--- config.mk ---
export PLATFORM = sky130hd
export DESIGN_NAME = mem_wb_stage
export DESIGN_NICKNAME = d
export VERILOG_FILES = /design/src/rtl/mem_wb_stage_pkg.sv /design/src/rtl/mem_wb_stage_pipe_ctl.sv /design/src/rtl/mem_wb_stage.sv
export SDC_FILE = /design/constraint.sdc
export NUM_CORES = 1
export LEC_CHECK = 0
export ABC_AREA = 0
export BUFFER_PORTS_ARGS = -buffer_cell sky130_fd_sc_hd__buf_4
export CELL_PAD_IN_SITES_DETAIL_PLACEMENT = 2
export CELL_PAD_IN_SITES_GLOBAL_PLACEMENT = 2
export CORE_MARGIN = 3
export CORE_UTILIZATION = 30
export DETAILED_ROUTE_END_ITERATION = 10
export PLACE_DENSITY_LB_ADDON = 0.1
export REMOVE_ABC_BUFFERS = 1
export SKIP_CTS_REPAIR_TIMING = 1
export SYNTH_ARGS = -nofsm -noshare
export SYNTH_HDL_FRONTEND = slang
export SYNTH_SLANG_ARGS = --single-unit
export TNS_END_PERCENT = 30
--- constraint.sdc ---
create_clock -name clk -period 5.1 [get_ports clk]
set_input_delay 1.02 -clock clk [delete_from_list [all_inputs] [get_ports clk]]
set_output_delay 1.02 -clock clk [all_outputs]
set_load 0.005 [all_outputs]
--- src/rtl/mem_wb_stage_pkg.sv ---
// Shared constants and the stall-action encoding used by the pipeline
// boundary registers (ex_mem, mem_wb).
package mem_wb_stage_pkg;

    localparam logic        RstEnable    = 1'b1;
    localparam logic        WriteEnable  = 1'b1;
    localparam logic        WriteDisable = 1'b0;
    localparam logic [31:0] ZeroWord     = 32'h0000_0000;
    localparam logic [4:0]  NOPRegAddr   = 5'b00000;

    // RESET is kept apart from BUBBLE because only reset clears counters.
    typedef enum logic [1:0] {
        ACT_LOAD   = 2'd0,
        ACT_BUBBLE = 2'd1,
        ACT_HOLD   = 2'd2,
        ACT_RESET  = 2'd3
    } stall_act_e;

endpackage

--- src/rtl/mem_wb_stage_pipe_ctl.sv ---
// Decodes reset, flush and the two stall bits of a pipeline boundary into
// a single stall action; shared by every inter-stage register.
module pipe_ctl
    import mem_wb_stage_pkg::*;
(
    input  logic       rst,
    input  logic       flush,
    input  logic       stall_up,
    input  logic       stall_down,
    output logic [1:0] act
);

    stall_act_e act_d;

    // NOTE: every combinational output gets a default before any branch, so no
    // path leaves it unassigned and no latch is inferred.
    always_comb begin
        act_d = ACT_HOLD;
        if (rst == RstEnable) begin
            act_d = ACT_RESET;
        end else if (flush) begin
            act_d = ACT_BUBBLE;
        end else if (stall_up && !stall_down) begin
            // Upstream is frozen: downstream must not re-execute its old slot.
            act_d = ACT_BUBBLE;
        end else if (!stall_up && !stall_down) begin
            act_d = ACT_LOAD;
        end
        // stall_up && stall_down holds; the illegal !up && down also holds.
    end

    assign act = act_d;

endmodule

--- src/rtl/mem_wb_stage.sv ---
// MEM/WB pipeline register: carries the GPR, HI/LO and LLbit write bundles
// into WB with stall-hold, bubble and flush, plus a retired-instruction count.
module mem_wb_stage
    import mem_wb_stage_pkg::*;
#(
    parameter int DATA_W = 32,
    parameter int REG_AW = 5,
    parameter int CNT_W  = 32
) (
    input  logic              clk,
    input  logic              rst,
    input  logic              stall_mem,
    input  logic              stall_wb,
    input  logic              flush,
    input  logic              mem_valid,
    input  logic [REG_AW-1:0] mem_wd,
    input  logic              mem_wreg,
    input  logic [DATA_W-1:0] mem_wdata,
    input  logic              mem_whilo,
    input  logic [DATA_W-1:0] mem_hi,
    input  logic [DATA_W-1:0] mem_lo,
    input  logic              mem_llbit_we,
    input  logic              mem_llbit_value,
    output logic              wb_valid,
    output logic [REG_AW-1:0] wb_wd,
    output logic              wb_wreg,
    output logic [DATA_W-1:0] wb_wdata,
    output logic              wb_whilo,
    output logic [DATA_W-1:0] wb_hi,
    output logic [DATA_W-1:0] wb_lo,
    output logic              wb_llbit_we,
    output logic              wb_llbit_value,
    output logic [CNT_W-1:0]  retired_cnt
);

    typedef struct packed {
        logic              valid;
        logic [REG_AW-1:0] wd;
        logic              wreg;
        logic [DATA_W-1:0] wdata;
        logic              whilo;
        logic [DATA_W-1:0] hi;
        logic [DATA_W-1:0] lo;
        logic              llbit_we;
        logic              llbit_value;
    } wb_bundle_t;

    logic [1:0] act_raw;
    stall_act_e act;

    wb_bundle_t bundle_d, bundle_q;
    logic [CNT_W-1:0] cnt_d, cnt_q;

    pipe_ctl u_pipe_ctl (
        .rst        (rst),
        .flush      (flush),
        .stall_up   (stall_mem),
        .stall_down (stall_wb),
        .act        (act_raw)
    );

    assign act = stall_act_e'(act_raw);

    always_comb begin
        bundle_d = bundle_q;
        cnt_d    = cnt_q;
        unique case (act)
            ACT_RESET: begin
                bundle_d = '0;
                cnt_d    = '0;
            end
            ACT_BUBBLE: begin
                bundle_d          = '0;
                bundle_d.wreg     = WriteDisable;
                bundle_d.whilo    = WriteDisable;
                bundle_d.llbit_we = WriteDisable;
            end
            ACT_LOAD: begin
                // Enables pass verbatim; MEM already zeroes them on invalid slots.
                bundle_d.valid       = mem_valid;
                bundle_d.wd          = mem_wd;
                bundle_d.wreg        = mem_wreg;
                bundle_d.wdata       = mem_wdata;
                bundle_d.whilo       = mem_whilo;
                bundle_d.hi          = mem_hi;
                bundle_d.lo          = mem_lo;
                bundle_d.llbit_we    = mem_llbit_we;
                bundle_d.llbit_value = mem_llbit_value;
                if (mem_valid) begin
                    cnt_d = cnt_q + CNT_W'(1);
                end
            end
            default: ;
        endcase
    end

    // NOTE: state registers use non-blocking assignments so every flop samples
    // the pre-edge values; reset is already folded into the _d logic.
    always_ff @(posedge clk) begin
        bundle_q <= bundle_d;
        cnt_q    <= cnt_d;
    end

    assign wb_valid       = bundle_q.valid;
    assign wb_wd          = bundle_q.wd;
    assign wb_wreg        = bundle_q.wreg;
    assign wb_wdata       = bundle_q.wdata;
    assign wb_whilo       = bundle_q.whilo;
    assign wb_hi          = bundle_q.hi;
    assign wb_lo          = bundle_q.lo;
    assign wb_llbit_we    = bundle_q.llbit_we;
    assign wb_llbit_value = bundle_q.llbit_value;
    assign retired_cnt    = cnt_q;

endmodule

==> summary.md <==
| Metric | Value |
|---|---|
| Status | `complete, no violations` |
| Crit-path most repeated cell | `buf_4` |
| Ys Warns | `0` |
| Worst hold path depth | `1` |
| Clock power share | `45.4%` |
| Initial antenna violation count | `1` |
| Cell Rows | `49` |
| CP Class | `input port to flip-flop` |
| Setup WS pre-CTS | `2.185 ns` |
| Setup slack after layout | `2.649 ns` |
| RePlAce Congestion | `0.7782` |
| Final worst path period share | `48.06%` |
| Area Growth Syn to Fin | `46.98%` |
| Port buffer count | `248` |
| Multi-input logic area | `1509 um2` |
| Final setup fails | `0` |
| Layout Skew | `0.01001 ns` |
| Slack of the worst reg-to-reg path | `2.66 ns` |
| CTS Buf Count | `17` |
| Peak supply drop | `0.2257 mV` |
| Initial Util | `31.19%` |
| Clk slew on worst S/H paths | `0.06 ns` |
| Seq pwr share | `46.9%` |
| Slowest cell delay on critical path | `0.63 ns` |
| Net switching power | `602.7 uW` |
| Fin Setup TNS | `0 ns` |
| Min-delay src | `retired_cnt[0]$_SDFFCE_PP0P_` |
| Avg WL per Cell | `21.05 um` |
| WP data required | `5.15 ns` |
| Core Area | `18390 um2` |
| Iter 0 DRT Violations | `238` |
| Leak pwr | `3.594 nW` |
| Minimum clock period | `2.451 ns` |
| CTS H-Tree Depth | `4` |
| Power density cells | `338.5 nW/um2` |
| FF/Latch Area | `4144 um2` |
| R2R Path End | `retired_cnt[26]$_SDFFCE_PP0P_` |
| Top delay family on crit path | `buffers and inverters` |
| Vias/cell | `4.740` |
| FILL cells | `1858` |
| Pin count of the biggest net entering global routing | `113` |
| CTS tree | `built` |
| Crit-path cells | `buf_4, nor2_1, nand2_4, buf_4` |
| DIE AREA | `20820 um2` |
| Net Sw Frac | `21.11%` |
| Max-Cap Viols | `0` |
| Synth unique cells | `27` |
| Combinational share of power | `7.7%` |
| Syn Std Cell Area | `5737 um2` |
| CP Capture Type | `flip-flop` |
| Final HPWL DP | `13540 um` |
| Post-Syn Instances | `401` |
| RSZ-0062 raised after global routing | `false` |
| Ports | `249` |
| F_max | `408.0 MHz` |
| CP startpoint kind | `input port` |
| Vias in the first global route | `4755` |
| Clk_lat worst skew | `0.42 ns` |
| First-pass DRT Iterations | `4` |
| Slew at the pin closest to its max-slew limit | `1.107 ns` |
| FF-to-FF Start | `retired_cnt[0]$_SDFFCE_PP0P_` |
| Worst Path Buf+Inv | `2` |
| Post-Syn Area per Cell | `14.31 um2` |
| Hold Path End | `retired_cnt[0]$_SDFFCE_PP0P_` |
| Synthesized flop and latch total | `138` |
| Worst relative slew slack | `26.00%` |
| Max Root-Sink Buffers | `2` |
| HP Class | `flip-flop to flip-flop` |
| Post-DRT Antenna Nets | `0` |
| Grt total ovfl | `0` |
| DIE HEIGHT | `144.3 um` |
| Via count | `4238` |
| Final Slew Violations | `0` |
| N_diodes | `0` |
| DRT Wirelength | `18820 um` |
| Final nets | `764` |
| Gr usage total | `18.36%` |
| FF-to-FF path depth | `5` |
| Arrival time worst endpoint | `2.50 ns` |
| Int Pwr | `2.252 mW` |
| Post-synthesis sequential area ratio | `72.24%` |
| Final Hold Vio Count | `0` |
| Share of layout cells above drive strength 1 | `43.16%` |
| Max Fanout on Critical Path | `66` |
| Sink Count | `138` |
| Worst path slowest cell | `nand2_4` |
| First-pass GRT wire length | `28270 um` |
| Chip width | `144.3 um` |
| DR DRC count | `0` |
| Root buffer cell | `clkbuf_16` |
==> layer usage <==
metal	global-route usage [%]	wire length, um	vias to the layer above
li1	-	-	1972
met5	0	20	-
met2	31.94	10020	148
met1	18.65	6386	2096
met3	10.78	2088	20
met4	5.400	302	2
==> metrics by stage <==
step | area [um2] | utilization [%] | total power [mW] | hold slack, ns | cells
final | 8432 | 45.84 | 2.855 | 0.6772 | 894
after global routing | 8432 | 45.84 | 2.957 | 0.7318 | 894
after CTS | 8432 | 45.84 | 2.893 | 0.6748 | 894
after detailed placement | 7824 | 42.54 | 1.588 | 0.6660 | 862
after global placement | 7824 | 42.54 | 1.578 | 0.6447 | 862
after floorplan | 5647 | - | 1.402 | 0.6244 | 383
==> layout by cell type, fill, tap and decap left out <==
master	synthesis	routed
ha_1	1	1
or3_2	3	3
clkbuf_1	15	2
mux2i_1	3	3
and2_1	108	108
clkinv_1	0	2
xnor2_1	2	2
inv_1	2	2
nor2_1	14	14
bufinv_16	0	4
nand4_1	14	14
clkinvlp_4	0	2
nand2_1	13	12
a21oi_1	16	16
clkinv_4	0	1
or2_2	1	1
or4_1	11	11
clkbuf_16	0	17
and3_1	2	2
nor3_1	3	3
edfxtp_1	138	138
o31ai_1	8	8
nor4_2	0	1
clkinv_2	0	3
buf_4	0	250
or4_4	1	1
and4_1	2	2
or3_1	7	7
xor2_1	9	9
and4_2	2	2
o21ai_0	8	8
nand3_1	11	11
nand2_4	0	1
inv_6	0	1
nand2b_1	3	3
==> sequential cells by signal, indices dropped and copies added (netlist names) <==
register	cells
wb_llbit_we	1
wb_hi	32
wb_whilo	1
wb_lo	32
wb_wreg	1
wb_wd	5
wb_wdata	32
retired_cnt	32
wb_llbit_value	1
wb_valid	1
==> Yosys cell counts <==
master | n | area share [%]
xor2_1 | 9 | 1.4
nor4_1 | 1 | 0.11
and3_1 | 2 | 0.22
and4_2 | 2 | 0.35
xnor2_1 | 2 | 0.31
buf_6 | 3 | 0.59
ha_1 | 1 | 0.22
o21ai_0 | 8 | 0.70
clkbuf_1 | 15 | 0.98
nor2_1 | 14 | 0.92
inv_1 | 2 | 0.13
or3_2 | 3 | 0.39
edfxtp_1 | 138 | 72
a21oi_1 | 16 | 1.4
nand2_1 | 13 | 0.85
and4_1 | 2 | 0.31
nand3_1 | 11 | 0.96
o31ai_1 | 8 | 1.0
or2_2 | 1 | 0.11
or3_1 | 7 | 0.76
or4_1 | 11 | 1.4
nand2b_1 | 3 | 0.33
and2_1 | 108 | 12
nor3_1 | 3 | 0.26
mux2i_1 | 3 | 0.52
nand4_1 | 14 | 1.5
or4_4 | 1 | 0.20
==> how the worst max path moves through the flow <==
stage                                 startpoint                            end  slack [ns]  depth (start not counted)
floorplan                               stall_wb   retired_cnt[0]$_SDFFCE_PP0P_       -2.56                          3
global placement                             rst        wb_hi[15]$_SDFFCE_PP0P_        2.25                          4
detailed placement                           rst         wb_wd[2]$_SDFFCE_PP0P_        2.19                          4
CTS                 retired_cnt[0]$_SDFFCE_PP0P_  retired_cnt[26]$_SDFFCE_PP0P_        2.63                          5
global route        retired_cnt[5]$_SDFFCE_PP0P_  retired_cnt[22]$_SDFFCE_PP0P_        2.43                          4
finish                                       rst        wb_lo[29]$_SDFFCE_PP0P_        2.65                          4
==> cells by family after synthesis <==
logic type               synth area share, %
AO/OA/AOI/OAI                          3.141
XOR/XNOR                               1.680
adder cells (fa/ha/maj)               0.2181
buffers and inverters                  1.701
flip-flops                             72.24
multiplexers                          0.5235
AND/OR/NAND/NOR                        20.50
==> area by class of cell <==
class,instances,area share (%)
clock buffers,19,5.134
clock inverters,13,2.077
inverters,2,0.08903
multi-input cells,243,17.90
flip-flops and latches,138,49.15
well taps,229,3.398
repair buffers,250,22.26
==> power by group through the flow <==
| stage | combinational, mW | clock [mW] | sequential (mW) |
|---|---|---|---|
| 2_1_floorplan | 0.0380 | 0 | 1.36 |
| 3_3_place_gp | 0.219 | 0 | 1.36 |
| 3_5_place_dp | 0.225 | 0 | 1.36 |
| 4_1_cts | 0.226 | 1.33 | 1.34 |
| 5_1_grt | 0.240 | 1.37 | 1.35 |
| 6_report | 0.220 | 1.30 | 1.34 |
Power figures use the tool's default switching activity.
